## src/rtl/parity_stream_tx.sv

```systemverilog
// Stream source: FIFO-buffered words emitted as single-cycle valid pulses with even parity,
// paced by a fixed inter-word gap.
module parity_stream_tx #(
    parameter int unsigned WIDTH = 16,
    parameter int unsigned DEPTH = 4,
    parameter int unsigned GAP   = 0
) (
    input  logic                     clk,
    input  logic                     rst,
    input  logic [WIDTH-1:0]         in_data,
    input  logic                     in_push,
    input  logic                     enable,
    input  logic                     force_bad,
    output logic                     in_full,
    output logic [$clog2(DEPTH):0]   level,
    output logic                     overflow,
    output logic [WIDTH-1:0]         x_data,
    output logic                     x_valid,
    output logic                     x_parity
);

    localparam int unsigned PW = $clog2(DEPTH);
    localparam int unsigned LW = PW + 1;
    localparam int unsigned GW = (GAP > 0) ? $clog2(GAP + 1) : 1;

    logic [WIDTH-1:0] mem [DEPTH];
    logic [PW-1:0]    wr_ptr;
    logic [PW-1:0]    rd_ptr;
    logic [GW-1:0]    gap_cnt;
    logic             push_ok;
    logic             pop;
    logic [WIDTH-1:0] head;

    // Fullness is judged before any same-cycle pop, so a push while full is always dropped.
    always_comb begin
        in_full = (level == LW'(DEPTH));
        push_ok = in_push && !in_full;
        pop     = enable && (level != '0) && (gap_cnt == '0);
        head    = mem[rd_ptr];
    end

    always_ff @(posedge clk) begin
        if (push_ok) begin
            mem[wr_ptr] <= in_data;
        end
    end

    always_ff @(posedge clk) begin
        if (rst) begin
            wr_ptr   <= '0;
            rd_ptr   <= '0;
            level    <= '0;
            overflow <= 1'b0;
            gap_cnt  <= '0;
            x_data   <= '0;
            x_valid  <= 1'b0;
            x_parity <= 1'b0;
        end else begin
            if (push_ok) begin
                wr_ptr <= wr_ptr + PW'(1);
            end
            if (pop) begin
                rd_ptr <= rd_ptr + PW'(1);
            end
            case ({push_ok, pop})
                2'b10:   level <= level + LW'(1);
                2'b01:   level <= level - LW'(1);
                default: level <= level;
            endcase
            if (in_push && in_full) begin
                overflow <= 1'b1;
            end
            if (pop) begin
                gap_cnt <= GW'(GAP);
            end else if (gap_cnt != '0) begin
                gap_cnt <= gap_cnt - GW'(1);
            end
            // Bus is zeroed whenever no word is emitted.
            x_valid  <= pop;
            x_data   <= pop ? head : '0;
            x_parity <= pop ? ((^head) ^ force_bad) : 1'b0;
        end
    end

endmodule

```

## config.mk

```make
export PLATFORM = sky130hd
export DESIGN_NAME = parity_stream_tx
export DESIGN_NICKNAME = d
export VERILOG_FILES = /design/src/rtl/parity_stream_tx.sv
export SDC_FILE = /design/constraint.sdc
export NUM_CORES = 1
export LEC_CHECK = 0
export ABC_CLOCK_PERIOD_IN_PS = 2600
export BUFFER_PORTS_ARGS = -buffer_cell sky130_fd_sc_hd__buf_2
export CAP_MARGIN = 20
export CORE_MARGIN = 4
export CORE_UTILIZATION = 55
export CTS_BUF_LIST = sky130_fd_sc_hd__clkbuf_4
export CTS_CLUSTER_SIZE = 8
export DETAILED_ROUTE_END_ITERATION = 10
export MAX_ROUTING_LAYER = met4
export PLACE_DENSITY = 0.84
export SYNTH_ARGS = -nofsm -noshare
export SYNTH_HDL_FRONTEND = slang
export SYNTH_SLANG_ARGS = --single-unit
export TNS_END_PERCENT = 1
```

## constraint.sdc

```tcl
create_clock -name clk -period 2.6 [get_ports clk]
set_input_delay 0.39 -clock clk [delete_from_list [all_inputs] [get_ports clk]]
set_output_delay 0.39 -clock clk [all_outputs]
set_load 0.01 [all_outputs]
```

==> metrics <==
run status=complete, no violations; CTS buffer count=9; Synth Register Bits=93; Power Density=between 700 and 800 mW/mm²; initial antenna violation count=0; GP Congestion=about 0.73; cells taking the most area after synthesis=edfxtp_1 56%, dfxtp_1 17%, mux4_2 10%; Total GRT Usage=roughly 17%; CP Launch Type=register; RSZ-0062 raised after global routing=false; crit path kind=reg2reg; HP Class=in2reg; post-route cell area=0.00394 mm²; CTS tree=done; total power=~0.0031 W; post-CTS setup buffer count=0; asr flop ratio synth=0%; Post-Syn Nets=218; final count of hold timing violations=0; die area=between 0.007 and 0.008 mm²; largest net degree at the start of global routing=19; clock skew=13.9 ps; CP top delay family=multiplexers; Fmax achieved=approximately 420 MHz; WP buf/inv=1; Commonest cells post-synth=64 x edfxtp_1, 29 x dfxtp_1, 20 x and2_1, 16 x mux4_2, 11 x xnor2_1; Final nets=between 200 and 300; # setup viols final=0; number of synthesized flops with an enable pin=64; final WL=roughly 5400 µm; Final Max Tran Viols=0; Die H=between 80 and 90 µm; setup TNS after final layout=0 ps; DIE WIDTH=87.3 µm; CP endpoint kind=register; Initial Utilization=between 50% and 60%; Worst Reg-to-Reg Cells=6; clk_lat worst skew=roughly 400 ps; max-cap violations=0; CP peak stage delay=about 550 ps; Row Count=28; Clock Pin Slew Worst Setup and Hold Paths=130 ps; First-pass DRT Iterations=4; syn_area_per_cell=~18 µm²; Ant. Diodes=0; Gates resized, CTS repair=0; worst vdd ir=~0.55 mV; synth warn=0; CTS max path bufs=2; hold path depth=1; via count of the first global-routing pass=approximately 1800; hold buffers post-CTS=0; fraction of layout instances using a drive strength above 1=33.2%; top cell type's share of synthesized area=55.5%; final critical-path required period=about 2400 ps; first-pass GRT wire length=just over 9000 µm; htree depth=3; critical path's slowest cell=mux4_2; number of clock sinks=between 90 and 100; DR WL/cell=between 15 and 20 µm; DR vias=~1700; Synth-to-Final Area Change=13.7%; most frequent cell after synthesis=edfxtp_1; post-synth cell types=27; violation count after the first detailed-route iteration=approximately 100; Tcrit/Tclk final=between 90% and 100%; DRC Markers=0; Required @ worst endpoint=between 2000 and 3000 ps; input/output buffers=43; hpwl dp=3860 µm; synthesized area=0.00346 mm²; I/O pins=44; area leader, netlist=edfxtp_1; clk root buf=clkbuf_4; core region area=between 0.006 and 0.007 mm²; arrival time worst endpoint=2730 ps; critical-path cell list=buf_4 -> mux4_2 -> xnor2_1 -> xnor3_1 -> or3b_1 -> mux2i_1; crit path max fanout=8; DR vias/cell=roughly 5.2; Critical Path Stages=6; Seq/Total Area, Yosys=72.3%; Main synth FF type=edfxtp_1; Pleak=~1.5 nW; Synth Instances=191; grt ovf=0; Detail Route Antenna Nets=0; placed instance area=0.00380 mm²
==> power breakdown <==
group	leakage (nW)	internal, W	total (W)	switching [W]
logic	0.585	0.000304	0.000567	0.000263
clock network	0.0771	0.000333	0.000751	0.000418
registers	0.823	0.00169	0.00173	0.0000434
total	1.48	0.00233	0.00305	0.000725
==> stage by stage <==
stage	setup WS [ps]	util, %	hold WS, ps	std cells
finish	210	65.3	191	328
CTS	161	65.3	168	328
floorplan	422	-	485	191
detailed placement	199	63.1	453	312
global route	20.1	65.3	160	328
global placement	240	63.1	448	312
==> final timing paths <==
check	slack, ps	from	end
worst max-delay path	210	register	x_parity
worst min-delay path	190	in_data[14]	mem[3][14]
worst max register to register	210	register	x_parity
worst min register to register	480	overflow	overflow
==> layout by cell type (no fill, tap or decap), drive strengths merged, types with 3 or more instances in the layout <==
| master | instances |
|---|---|
| a21oi | 3 |
| and2 | 20 |
| buf | 53 |
| clkbuf | 13 |
| dfxtp | 29 |
| edfxtp | 64 |
| ha | 5 |
| inv | 6 |
| mux4 | 16 |
| nor2 | 9 |
| xnor2 | 12 |
| xor2 | 4 |
==> state kept, by name, summed over array words and instances (netlist names), named ones only <==
register,count
gap_cnt,1
level,3
mem,64
overflow,1
rd_ptr,2
wr_ptr,2
x_data,16
x_parity,1
x_valid,1
==> layer usage <==
layer	track usage, %	wire length, µm	part of all wire [%]
met5	-	0	0
met4	7.11	73	1.3
met3	3.50	201	3.7
met2	27.5	2930	54
met1	20.7	2240	41
==> cell type report <==
cell class                      count  area [µm²]
Inverter                            6        22.5
Sequential cell                    93        2500
Multi-Input combinational cell     85         892
Fill cell                         444        2090
Tap cell                           75        93.8
Timing Repair Buffer               53         290
Clock inverter                      3        37.5
Clock buffer                       13        97.6
==> logic make-up after synthesis <==
family | after synthesis | synth area share, %
flops | 93 | 72.3
simple gates | 38 | 6.15
xor+xnor | 18 | 5.57
mux | 18 | 11.0
buf+inv | 13 | 1.92
fa+ha+maj | 6 | 2.39
compound gates | 4 | 0.578
other cells | 1 | 0.108
Note: power is estimated with default switching activity, not from simulation.
